File: src/rtl/uart_pkg.sv
// uart_pkg: register map, field indices, parity modes and FSM
// encodings shared by the Wishbone UART and its FIFOs.
package uart_pkg;

    localparam int OVERSAMPLE = 16;

    localparam logic [2:0] ADDR_TXDATA = 3'd0;
    localparam logic [2:0] ADDR_RXDATA = 3'd1;
    localparam logic [2:0] ADDR_DIV_LO = 3'd2;
    localparam logic [2:0] ADDR_DIV_HI = 3'd3;
    localparam logic [2:0] ADDR_CTRL   = 3'd4;
    localparam logic [2:0] ADDR_STATUS = 3'd5;

    localparam int CTRL_STOP2  = 4;
    localparam int CTRL_RX_EN  = 5;
    localparam int CTRL_TX_EN  = 6;
    localparam int CTRL_IRQ_EN = 7;

    localparam int ST_TX_EMPTY = 0;
    localparam int ST_TX_FULL  = 1;
    localparam int ST_RX_EMPTY = 2;
    localparam int ST_RX_FULL  = 3;
    localparam int ST_PAR_ERR  = 4;

    localparam logic [7:0] CTRL_RESET = 8'h63;

    localparam logic [1:0] PAR_NONE  = 2'b00;
    localparam logic [1:0] PAR_EVEN  = 2'b01;
    localparam logic [1:0] PAR_ODD   = 2'b10;
    localparam logic [1:0] PAR_NONE2 = 2'b11;

    typedef enum logic [2:0] {
        TX_IDLE, TX_START, TX_DATA, TX_PARITY, TX_STOP
    } tx_state_t;

    typedef enum logic [2:0] {
        RX_IDLE, RX_START, RX_DATA, RX_PARITY, RX_STOP
    } rx_state_t;

    typedef struct packed {
        logic [2:0] last_bit;
        logic [1:0] parity;
        logic       stop2;
    } frame_cfg_t;

    function automatic frame_cfg_t decode_cfg(input logic [7:0] ctrl);
        frame_cfg_t c;
        c.last_bit = 3'd4 + {1'b0, ctrl[1:0]};
        c.parity   = ctrl[3:2];
        c.stop2    = ctrl[CTRL_STOP2];
        return c;
    endfunction

    function automatic logic has_parity(input logic [1:0] p);
        return (p == PAR_EVEN) || (p == PAR_ODD);
    endfunction

    // x is the XOR of the data bits; odd parity inverts it
    function automatic logic par_bit(input logic [1:0] p, input logic x);
        return (p == PAR_ODD) ? ~x : x;
    endfunction

endpackage

File: src/rtl/uart_fifo.sv
// uart_fifo: synchronous first-word-fall-through FIFO; push and pop
// in the same cycle always both happen, leaving occupancy unchanged.
module uart_fifo #(
    parameter int WIDTH = 8,
    parameter int DEPTH = 16
) (
    input  logic                     clk,
    input  logic                     reset_n,
    input  logic                     push,
    input  logic                     pop,
    input  logic [WIDTH-1:0]         data_in,
    output logic [WIDTH-1:0]         data_out,
    output logic                     full,
    output logic                     empty,
    output logic [$clog2(DEPTH):0]   count
);

    localparam int AW = $clog2(DEPTH);
    localparam int CW = AW + 1;

    logic [WIDTH-1:0] mem [DEPTH];
    logic [AW-1:0]    rd_ptr;
    logic [AW-1:0]    wr_ptr;
    logic             do_push;
    logic             do_pop;

    assign full     = (count == CW'(DEPTH));
    assign empty    = (count == '0);
    assign do_push  = push & (~full | pop);
    assign do_pop   = pop & (~empty | push);
    assign data_out = empty ? data_in : mem[rd_ptr];

    always_ff @(posedge clk) begin
        if (do_push) mem[wr_ptr] <= data_in;
    end

    always_ff @(posedge clk or negedge reset_n) begin
        if (!reset_n) begin
            rd_ptr <= '0;
            wr_ptr <= '0;
            count  <= '0;
        end else begin
            if (do_push) wr_ptr <= wr_ptr + AW'(1);
            if (do_pop)  rd_ptr <= rd_ptr + AW'(1);
            if (do_push && !do_pop)      count <= count + CW'(1);
            else if (do_pop && !do_push) count <= count - CW'(1);
        end
    end

endmodule

File: src/rtl/uart_core.sv
// uart_core: Wishbone UART with programmable framing, 16x oversampled
// receiver, TX/RX FIFOs, sticky error flags and a level interrupt.
module uart_core
    import uart_pkg::*;
#(
    parameter int          FIFO_DEPTH = 16,
    parameter logic [15:0] DIV_RESET  = 16'd77
) (
    input  logic       clk,
    input  logic       reset_n,
    output logic       tx_bit,
    input  logic       rx_bit,
    input  logic [2:0] wb_addr,
    input  logic [7:0] wb_data_in,
    output logic [7:0] wb_data_out,
    input  logic       wb_we,
    input  logic       wb_stb,
    output logic       wb_ack,
    output logic       irq
);

    localparam int CW = $clog2(FIFO_DEPTH) + 1;

    logic [7:0]  ctrl;
    logic [15:0] div;
    logic [15:0] div_cnt;
    logic        tick;
    logic [3:0]  sticky;
    logic [7:0]  status;
    logic [7:0]  rdata;
    logic        access, wr, rd, div_wr;

    logic          tx_push, tx_pop, tx_full, tx_empty;
    logic [7:0]    tx_dout;
    logic [CW-1:0] tx_count;
    logic          rx_push, rx_pop, rx_full, rx_empty;
    logic [7:0]    rx_dout;
    logic [CW-1:0] rx_count;
    logic          perr_set, ferr_set, rx_ovr_set, tx_ovr_set;

    assign access = wb_stb & ~wb_ack;
    assign wr     = access & wb_we;
    assign rd     = access & ~wb_we;
    assign div_wr = wr & ((wb_addr == ADDR_DIV_LO) | (wb_addr == ADDR_DIV_HI));

    assign tx_push    = wr & (wb_addr == ADDR_TXDATA);
    assign rx_pop     = rd & (wb_addr == ADDR_RXDATA) & ~rx_empty;
    assign tx_ovr_set = tx_push & tx_full & ~tx_pop;
    assign rx_ovr_set = rx_push & rx_full & ~rx_pop;

    assign status = {sticky,
                     rx_count == CW'(FIFO_DEPTH), rx_count == '0,
                     tx_count == CW'(FIFO_DEPTH), tx_count == '0};

    assign irq = ctrl[CTRL_IRQ_EN] & (~rx_empty | tx_empty | (|sticky));

    uart_fifo #(.WIDTH(8), .DEPTH(FIFO_DEPTH)) u_tx_fifo (
        .clk(clk), .reset_n(reset_n),
        .push(tx_push), .pop(tx_pop), .data_in(wb_data_in),
        .data_out(tx_dout), .full(tx_full), .empty(tx_empty),
        .count(tx_count)
    );

    logic [7:0] rx_data;

    uart_fifo #(.WIDTH(8), .DEPTH(FIFO_DEPTH)) u_rx_fifo (
        .clk(clk), .reset_n(reset_n),
        .push(rx_push), .pop(rx_pop), .data_in(rx_data),
        .data_out(rx_dout), .full(rx_full), .empty(rx_empty),
        .count(rx_count)
    );

    always_comb begin
        rdata = '0;
        case (wb_addr)
            ADDR_RXDATA: rdata = rx_empty ? 8'h00 : rx_dout;
            ADDR_DIV_LO: rdata = div[7:0];
            ADDR_DIV_HI: rdata = div[15:8];
            ADDR_CTRL:   rdata = ctrl;
            ADDR_STATUS: rdata = status;
            default:     rdata = '0;
        endcase
    end

    always_ff @(posedge clk or negedge reset_n) begin
        if (!reset_n) begin
            wb_ack      <= 1'b0;
            wb_data_out <= '0;
            ctrl        <= CTRL_RESET;
            div         <= DIV_RESET;
            sticky      <= '0;
        end else begin
            wb_ack <= access;
            if (rd) wb_data_out <= rdata;
            if (wr && wb_addr == ADDR_DIV_LO) div[7:0]  <= wb_data_in;
            if (wr && wb_addr == ADDR_DIV_HI) div[15:8] <= wb_data_in;
            if (wr && wb_addr == ADDR_CTRL)   ctrl      <= wb_data_in;
            // new error events win over a same-cycle clear
            sticky <= (sticky & ~((wr && wb_addr == ADDR_STATUS) ?
                                  wb_data_in[7:4] : 4'h0))
                    | {tx_ovr_set, rx_ovr_set, ferr_set, perr_set};
        end
    end

    assign tick = (div_cnt == div);

    always_ff @(posedge clk or negedge reset_n) begin
        if (!reset_n)           div_cnt <= '0;
        else if (div_wr || tick) div_cnt <= '0;
        else                    div_cnt <= div_cnt + 16'd1;
    end

    logic rx_s1, rx_s2, rx_d;

    always_ff @(posedge clk or negedge reset_n) begin
        if (!reset_n) begin
            rx_s1 <= 1'b1;
            rx_s2 <= 1'b1;
            rx_d  <= 1'b1;
        end else begin
            rx_s1 <= rx_bit;
            rx_s2 <= rx_s1;
            rx_d  <= rx_s2;
        end
    end

    tx_state_t  tx_state, tx_state_n;
    logic [3:0] tx_cnt, tx_cnt_n;
    logic [2:0] tx_idx, tx_idx_n;
    logic [7:0] tx_shift, tx_shift_n;
    logic       tx_par, tx_par_n, tx_line_n, tx_end;
    frame_cfg_t tx_cfg, tx_cfg_n;

    always_ff @(posedge clk or negedge reset_n) begin
        if (!reset_n) begin
            tx_state <= TX_IDLE;
            tx_cnt   <= '0;
            tx_idx   <= '0;
            tx_shift <= '0;
            tx_par   <= 1'b0;
            tx_cfg   <= '0;
            tx_bit   <= 1'b1;
        end else begin
            tx_state <= tx_state_n;
            tx_cnt   <= tx_cnt_n;
            tx_idx   <= tx_idx_n;
            tx_shift <= tx_shift_n;
            tx_par   <= tx_par_n;
            tx_cfg   <= tx_cfg_n;
            tx_bit   <= tx_line_n;
        end
    end

    always_comb begin
        tx_state_n = tx_state;
        tx_cnt_n   = tx_cnt;
        tx_idx_n   = tx_idx;
        tx_shift_n = tx_shift;
        tx_par_n   = tx_par;
        tx_cfg_n   = tx_cfg;
        tx_line_n  = tx_bit;
        tx_pop     = 1'b0;
        tx_end     = tick && (tx_cnt == 4'(OVERSAMPLE - 1));
        if (tick && tx_state != TX_IDLE) tx_cnt_n = tx_cnt + 4'd1;
        unique case (tx_state)
            TX_IDLE: begin
                tx_line_n = 1'b1;
                // frames start on a tick so every cell is exactly 16 ticks
                if (tick && !tx_empty && ctrl[CTRL_TX_EN]) begin
                    tx_pop     = 1'b1;
                    tx_cfg_n   = decode_cfg(ctrl);
                    tx_shift_n = tx_dout;
                    tx_par_n   = 1'b0;
                    tx_cnt_n   = '0;
                    tx_state_n = TX_START;
                    tx_line_n  = 1'b0;
                end
            end
            TX_START: if (tx_end) begin
                tx_idx_n   = '0;
                tx_state_n = TX_DATA;
                tx_line_n  = tx_shift[0];
            end
            TX_DATA: if (tx_end) begin
                tx_par_n   = tx_par ^ tx_shift[0];
                tx_shift_n = tx_shift >> 1;
                if (tx_idx != tx_cfg.last_bit) begin
                    tx_idx_n  = tx_idx + 3'd1;
                    tx_line_n = tx_shift[1];
                end else if (has_parity(tx_cfg.parity)) begin
                    tx_state_n = TX_PARITY;
                    tx_line_n  = par_bit(tx_cfg.parity, tx_par ^ tx_shift[0]);
                end else begin
                    tx_state_n = TX_STOP;
                    tx_idx_n   = '0;
                    tx_line_n  = 1'b1;
                end
            end
            TX_PARITY: if (tx_end) begin
                tx_state_n = TX_STOP;
                tx_idx_n   = '0;
                tx_line_n  = 1'b1;
            end
            TX_STOP: if (tx_end) begin
                tx_line_n = 1'b1;
                if (tx_cfg.stop2 && tx_idx == 3'd0) tx_idx_n = 3'd1;
                else                                tx_state_n = TX_IDLE;
            end
            default: tx_state_n = TX_IDLE;
        endcase
    end

    rx_state_t  rx_state, rx_state_n;
    logic [3:0] rx_cnt, rx_cnt_n;
    logic [2:0] rx_idx, rx_idx_n, rx_last, rx_last_n;
    logic [1:0] rx_pmode, rx_pmode_n;
    logic [7:0] rx_data_n;
    logic       rx_par, rx_par_n, rx_smp, rx_end;

    always_ff @(posedge clk or negedge reset_n) begin
        if (!reset_n) begin
            rx_state <= RX_IDLE;
            rx_cnt   <= '0;
            rx_idx   <= '0;
            rx_last  <= '0;
            rx_pmode <= PAR_NONE;
            rx_data  <= '0;
            rx_par   <= 1'b0;
        end else begin
            rx_state <= rx_state_n;
            rx_cnt   <= rx_cnt_n;
            rx_idx   <= rx_idx_n;
            rx_last  <= rx_last_n;
            rx_pmode <= rx_pmode_n;
            rx_data  <= rx_data_n;
            rx_par   <= rx_par_n;
        end
    end

    always_comb begin
        rx_state_n = rx_state;
        rx_cnt_n   = rx_cnt;
        rx_idx_n   = rx_idx;
        rx_last_n  = rx_last;
        rx_pmode_n = rx_pmode;
        rx_data_n  = rx_data;
        rx_par_n   = rx_par;
        rx_push    = 1'b0;
        perr_set   = 1'b0;
        ferr_set   = 1'b0;
        rx_smp     = tick && (rx_cnt == 4'(OVERSAMPLE / 2 - 1));
        rx_end     = tick && (rx_cnt == 4'(OVERSAMPLE - 1));
        if (tick && rx_state != RX_IDLE) rx_cnt_n = rx_cnt + 4'd1;
        unique case (rx_state)
            RX_IDLE: if (ctrl[CTRL_RX_EN] && rx_d && !rx_s2) begin
                rx_state_n = RX_START;
                rx_cnt_n   = '0;
                rx_last_n  = decode_cfg(ctrl).last_bit;
                rx_pmode_n = ctrl[3:2];
                rx_data_n  = '0;
                rx_par_n   = 1'b0;
            end
            RX_START: begin
                if (rx_smp && rx_s2) rx_state_n = RX_IDLE;
                else if (rx_end) begin
                    rx_state_n = RX_DATA;
                    rx_idx_n   = '0;
                end
            end
            RX_DATA: begin
                if (rx_smp) begin
                    rx_data_n[rx_idx] = rx_s2;
                    rx_par_n          = rx_par ^ rx_s2;
                end
                if (rx_end) begin
                    if (rx_idx != rx_last)        rx_idx_n   = rx_idx + 3'd1;
                    else if (has_parity(rx_pmode)) rx_state_n = RX_PARITY;
                    else                          rx_state_n = RX_STOP;
                end
            end
            RX_PARITY: begin
                if (rx_smp && rx_s2 != par_bit(rx_pmode, rx_par)) perr_set = 1'b1;
                if (rx_end) rx_state_n = RX_STOP;
            end
            RX_STOP: if (rx_smp) begin
                rx_push    = 1'b1;
                ferr_set   = ~rx_s2;
                rx_state_n = RX_IDLE;
            end
            default: rx_state_n = RX_IDLE;
        endcase
    end

endmodule

File: config.mk
export PLATFORM = sky130hd
export DESIGN_NAME = uart_core
export DESIGN_NICKNAME = d
export VERILOG_FILES = /design/src/rtl/uart_pkg.sv /design/src/rtl/uart_fifo.sv /design/src/rtl/uart_core.sv
export SDC_FILE = /design/constraint.sdc
export NUM_CORES = 1
export LEC_CHECK = 0
export BUFFER_PORTS_ARGS = -buffer_cell sky130_fd_sc_hd__buf_2
export CAP_MARGIN = 10
export CORE_UTILIZATION = 45
export DETAILED_ROUTE_END_ITERATION = 7
export GPL_ROUTABILITY_DRIVEN = 0
export PLACE_DENSITY_LB_ADDON = 0.15
export SYNTH_ARGS = -nofsm -noshare
export SYNTH_HDL_FRONTEND = slang
export SYNTH_SLANG_ARGS = --single-unit
File: constraint.sdc
create_clock -name clk -period 5.3 [get_ports clk]
set_input_delay 0.795 -clock clk [delete_from_list [all_inputs] [get_ports clk]]
set_output_delay 0.795 -clock clk [all_outputs]
set_load 0.02 [all_outputs]
==> flow_summary.yaml <==
clock_tree:
  numClockSinks: 388
  clock_tree.root_cell: "clkbuf_16"
  cts_hold_buf: 0
  clock_path_buffers: 3
  numCtsBuffers: 42
  clkLatencyLatePin_ps: 570
  cts_tree: "done"
  cts_setup_buffers: 0
  htree_levels: 2
  path_clk_slew_ps: 60
  cts_resized: 0
synth:
  postSynthCellCount: 1095
  synth_nets: 1139
  ys.warnings.count: 0
  async_flop_share_pct: 34.0
  ys_ff_latch: 388
  synth_area_um2: 16800
  yosysUniqueCellTypes: 68
  synth_flop_cell: "edfxtp_1"
  synth_edf_count: 256
  seq_area_frac_synth_pct: 65.3
  avgSynthCellArea_um2: 15.4
critical_path:
  max_stage_delay_ps: 500
  r2r_slack_ps: 1530
  cp_data_required_time_ps: 5740
  r2r_cells: 14
  path_class: "reg -> reg"
  startpoint_type: "register"
  crit_slowest_cell: "o21ai_1"
  r2r_end: "u_tx_fifo.count[4]"
  crit_buf_inv: 2
  crit_arrival_ps: 4210
  cp_max_fo: 19
  path_cells: "xor2_1 > nor4_4 > nand4_4 > o21ai_1 > nand2_1 > inv_1 > ha_1 > inv_1 > ha_1 > a21o_1 > a21oi_1 > xnor2_1 > nor2_1 > xor2_1"
  endpoint_kind: "register"
  crit_family: "simple AND/OR/NAND/NOR gates"
  r2r_start: "div_cnt[1]"
final_layout:
  antenna_cells: 0
  final_common_cell: "edfxtp_1"
  drive_gt1_share_pct: 21.3
  syn_to_final_growth_pct: 12.4
  nNetsFinal: 1179
  final_area_um2: 18900
  nFillCells: 2997
  final_cell_mix: "edfxtp_1 (256), dfrtp_1 (118), mux4_2 (80)"
run:
  drv_cap: 0
timing:
  fmaxAchievable_mhz: 265
  finalClockSkew_ps: 16.9
  worst_slew_pin_slew_ps: 1030
  final.setup.tns_ps: 0
  fin_crit_ps: 3770
  setup_slack_ps: 1530
  slew_headroom_pct: 31.0
  slew_viol_final: 0
  rsz0062_at_grt: "no"
  finalSetupViolations: 0
  timing.final.crit_share_pct: 71.1
  hold_violations: 0
pwr:
  p_switching_mw: 1.89
  power.density_nw_per_um2: 394
  p_int_mw: 5.56
  power_frac_seq_pct: 48.2
  sw_frac_of_total_pct: 25.4
  power_mw: 7.46
  comb_power_share_pct: 11.6
  p_clk_share_pct: 40.2
  ir_drop_mv: 0.293
  power_leakage_nw: 7.17
floorplan:
  coreArea_um2: 36700
  dieArea_um2: 38200
  io_pins: 27
  die_h_um: 195
  num_rows: 70
  start_util_pct: 45.9
  die_x_um: 195
global_route:
  antenna_found_initial: 0
  grt-ovfl-total: 0
  grt.total_usage_pct: 19.7
  grt_first_pass_wirelength_um: 56600
  grt_pass1_vias: 9429
  grt_max_degree: 88
placed_design:
  post_dp_cell_area_um2: 17500
  hpwl_um: 24000
  io_buffers: 26
  pre_cts_slack_ps: 1210
route:
  drc: 0
  drtIter0Drc: 664
  first_pass_iters: 6
  detail-route-antenna-nets: 0
  wl_um: 36300
  vias_per_cell: 5.61
  dr_total_vias: 9179
  wl_per_cell_um: 22.2
run_status:
  status: "finished clean"
min_path:
  hp-class: "in -> async"
==> logic make-up after synthesis <==
logic type,count (synthesis),share of synthesized area [%]
simple gates,275,8.50
mux,134,14.1
xor+xnor,60,3.12
flops,388,65.3
fa+ha+maj,29,2.23
compound gates,123,4.68
buf+inv,86,2.01
==> cell usage after synthesis, types with 6 or more instances <==
cell type | instances | area share [%]
edfxtp_1 | 256 | 46
dfrtp_1 | 120 | 18
mux4_2 | 80 | 11
nand2_1 | 78 | 1.7
nor2_1 | 65 | 1.4
inv_1 | 38 | 0.85
mux2_2 | 32 | 2.1
nand3_1 | 32 | 0.95
o21ai_0 | 32 | 0.95
xor2_1 | 31 | 1.6
a21oi_1 | 30 | 0.89
clkbuf_1 | 30 | 0.67
xnor2_1 | 29 | 1.5
ha_1 | 26 | 1.9
mux2i_1 | 21 | 1.2
nor3_1 | 19 | 0.56
dfstp_2 | 12 | 1.9
and2_1 | 11 | 0.41
and3_1 | 10 | 0.37
nand2b_1 | 10 | 0.37
o22ai_1 | 10 | 0.37
o2bb2ai_1 | 10 | 0.52
buf_2 | 9 | 0.27
buf_1 | 7 | 0.16
nor2b_1 | 7 | 0.26
nand4_1 | 6 | 0.22
nor4_1 | 6 | 0.22
or3_1 | 6 | 0.22
==> how the worst max path moves through the flow <==
stage                               endpoint  cells past startpoint  slack [ps]        from
after global placement    u_rx_fifo.count[4]                     13        1280       wb_we
after CTS                 u_tx_fifo.count[4]                     14        1520  div_cnt[1]
after global routing      u_tx_fifo.count[4]                     14        1220  div_cnt[1]
after detailed placement  u_rx_fifo.count[4]                     13        1210       wb_we
after floorplan           u_rx_fifo.count[4]                     12        1910       wb_we
final                     u_tx_fifo.count[4]                     14        1530  div_cnt[1]
==> state kept, by name, summed over array words and instances (netlist names), 4 cells and up <==
register and flops:
u_rx_fifo.mem 128, u_tx_fifo.mem 128, div 16, div_cnt 16, ctrl 8, rx_data 8
tx_shift 8, wb_data_out 8, tx_cfg 6, u_rx_fifo.count 5, u_tx_fifo.count 5, rx_cnt 4
sticky 4, tx_cnt 4, u_rx_fifo.rd_ptr 4, u_rx_fifo.wr_ptr 4, u_tx_fifo.rd_ptr 4, u_tx_fifo.wr_ptr 4
==> worst register-to-register path: cells and delay by family, from the launching register on <==
kind / cells / cell delay, ps
flip-flops: 1 / 460
adder cells (fa/ha/maj): 2 / 560
AND/OR/NAND/NOR: 4 / 990
XOR/XNOR: 3 / 500
buffers and inverters: 2 / 230
AO/OA/AOI/OAI: 3 / 900
==> final cells by class <==
class	count	area [µm²]	share of cell area, %
flip-flops and latches	388	11000	58.1
multi-input cells	621	5510	29.1
clock buffers	51	1140	6.00
well taps	468	586	3.09
clock inverters	27	289	1.53
repair buffers	43	264	1.39
inverters	39	146	0.773
==> power by group through the flow <==
stage	Clock (mW)	Sequential (mW)	Combinational, mW
after CTS	3.07	3.59	0.874
final	3.00	3.59	0.865
after global routing	3.18	3.62	0.963
after floorplan	0	3.57	0.677
after detailed placement	0	3.65	0.870
after global placement	0	3.65	0.855
==> stage by stage <==
| step | util (%) | instances | hold WS (ps) |
|---|---|---|---|
| floorplan | - | 1095 | 345 |
| finish | 51.6 | 1637 | 317 |
| detailed placement | 47.7 | 1559 | 352 |
| global placement | 47.7 | 1559 | 346 |
| global route | 51.6 | 1637 | 321 |
| CTS | 51.6 | 1637 | 318 |
==> routing by layer <==
layer	track usage [%]	wire length (µm)	up-vias	part of all wire, %
met1	26.4	16300	4726	45
met4	6.24	937	0	2.6
met2	32.5	17800	143	49
met3	3.80	1340	58	3.7
li1	-	-	4252	-
met5	0	0	-	0
Note: power is estimated with default switching activity, not from simulation.
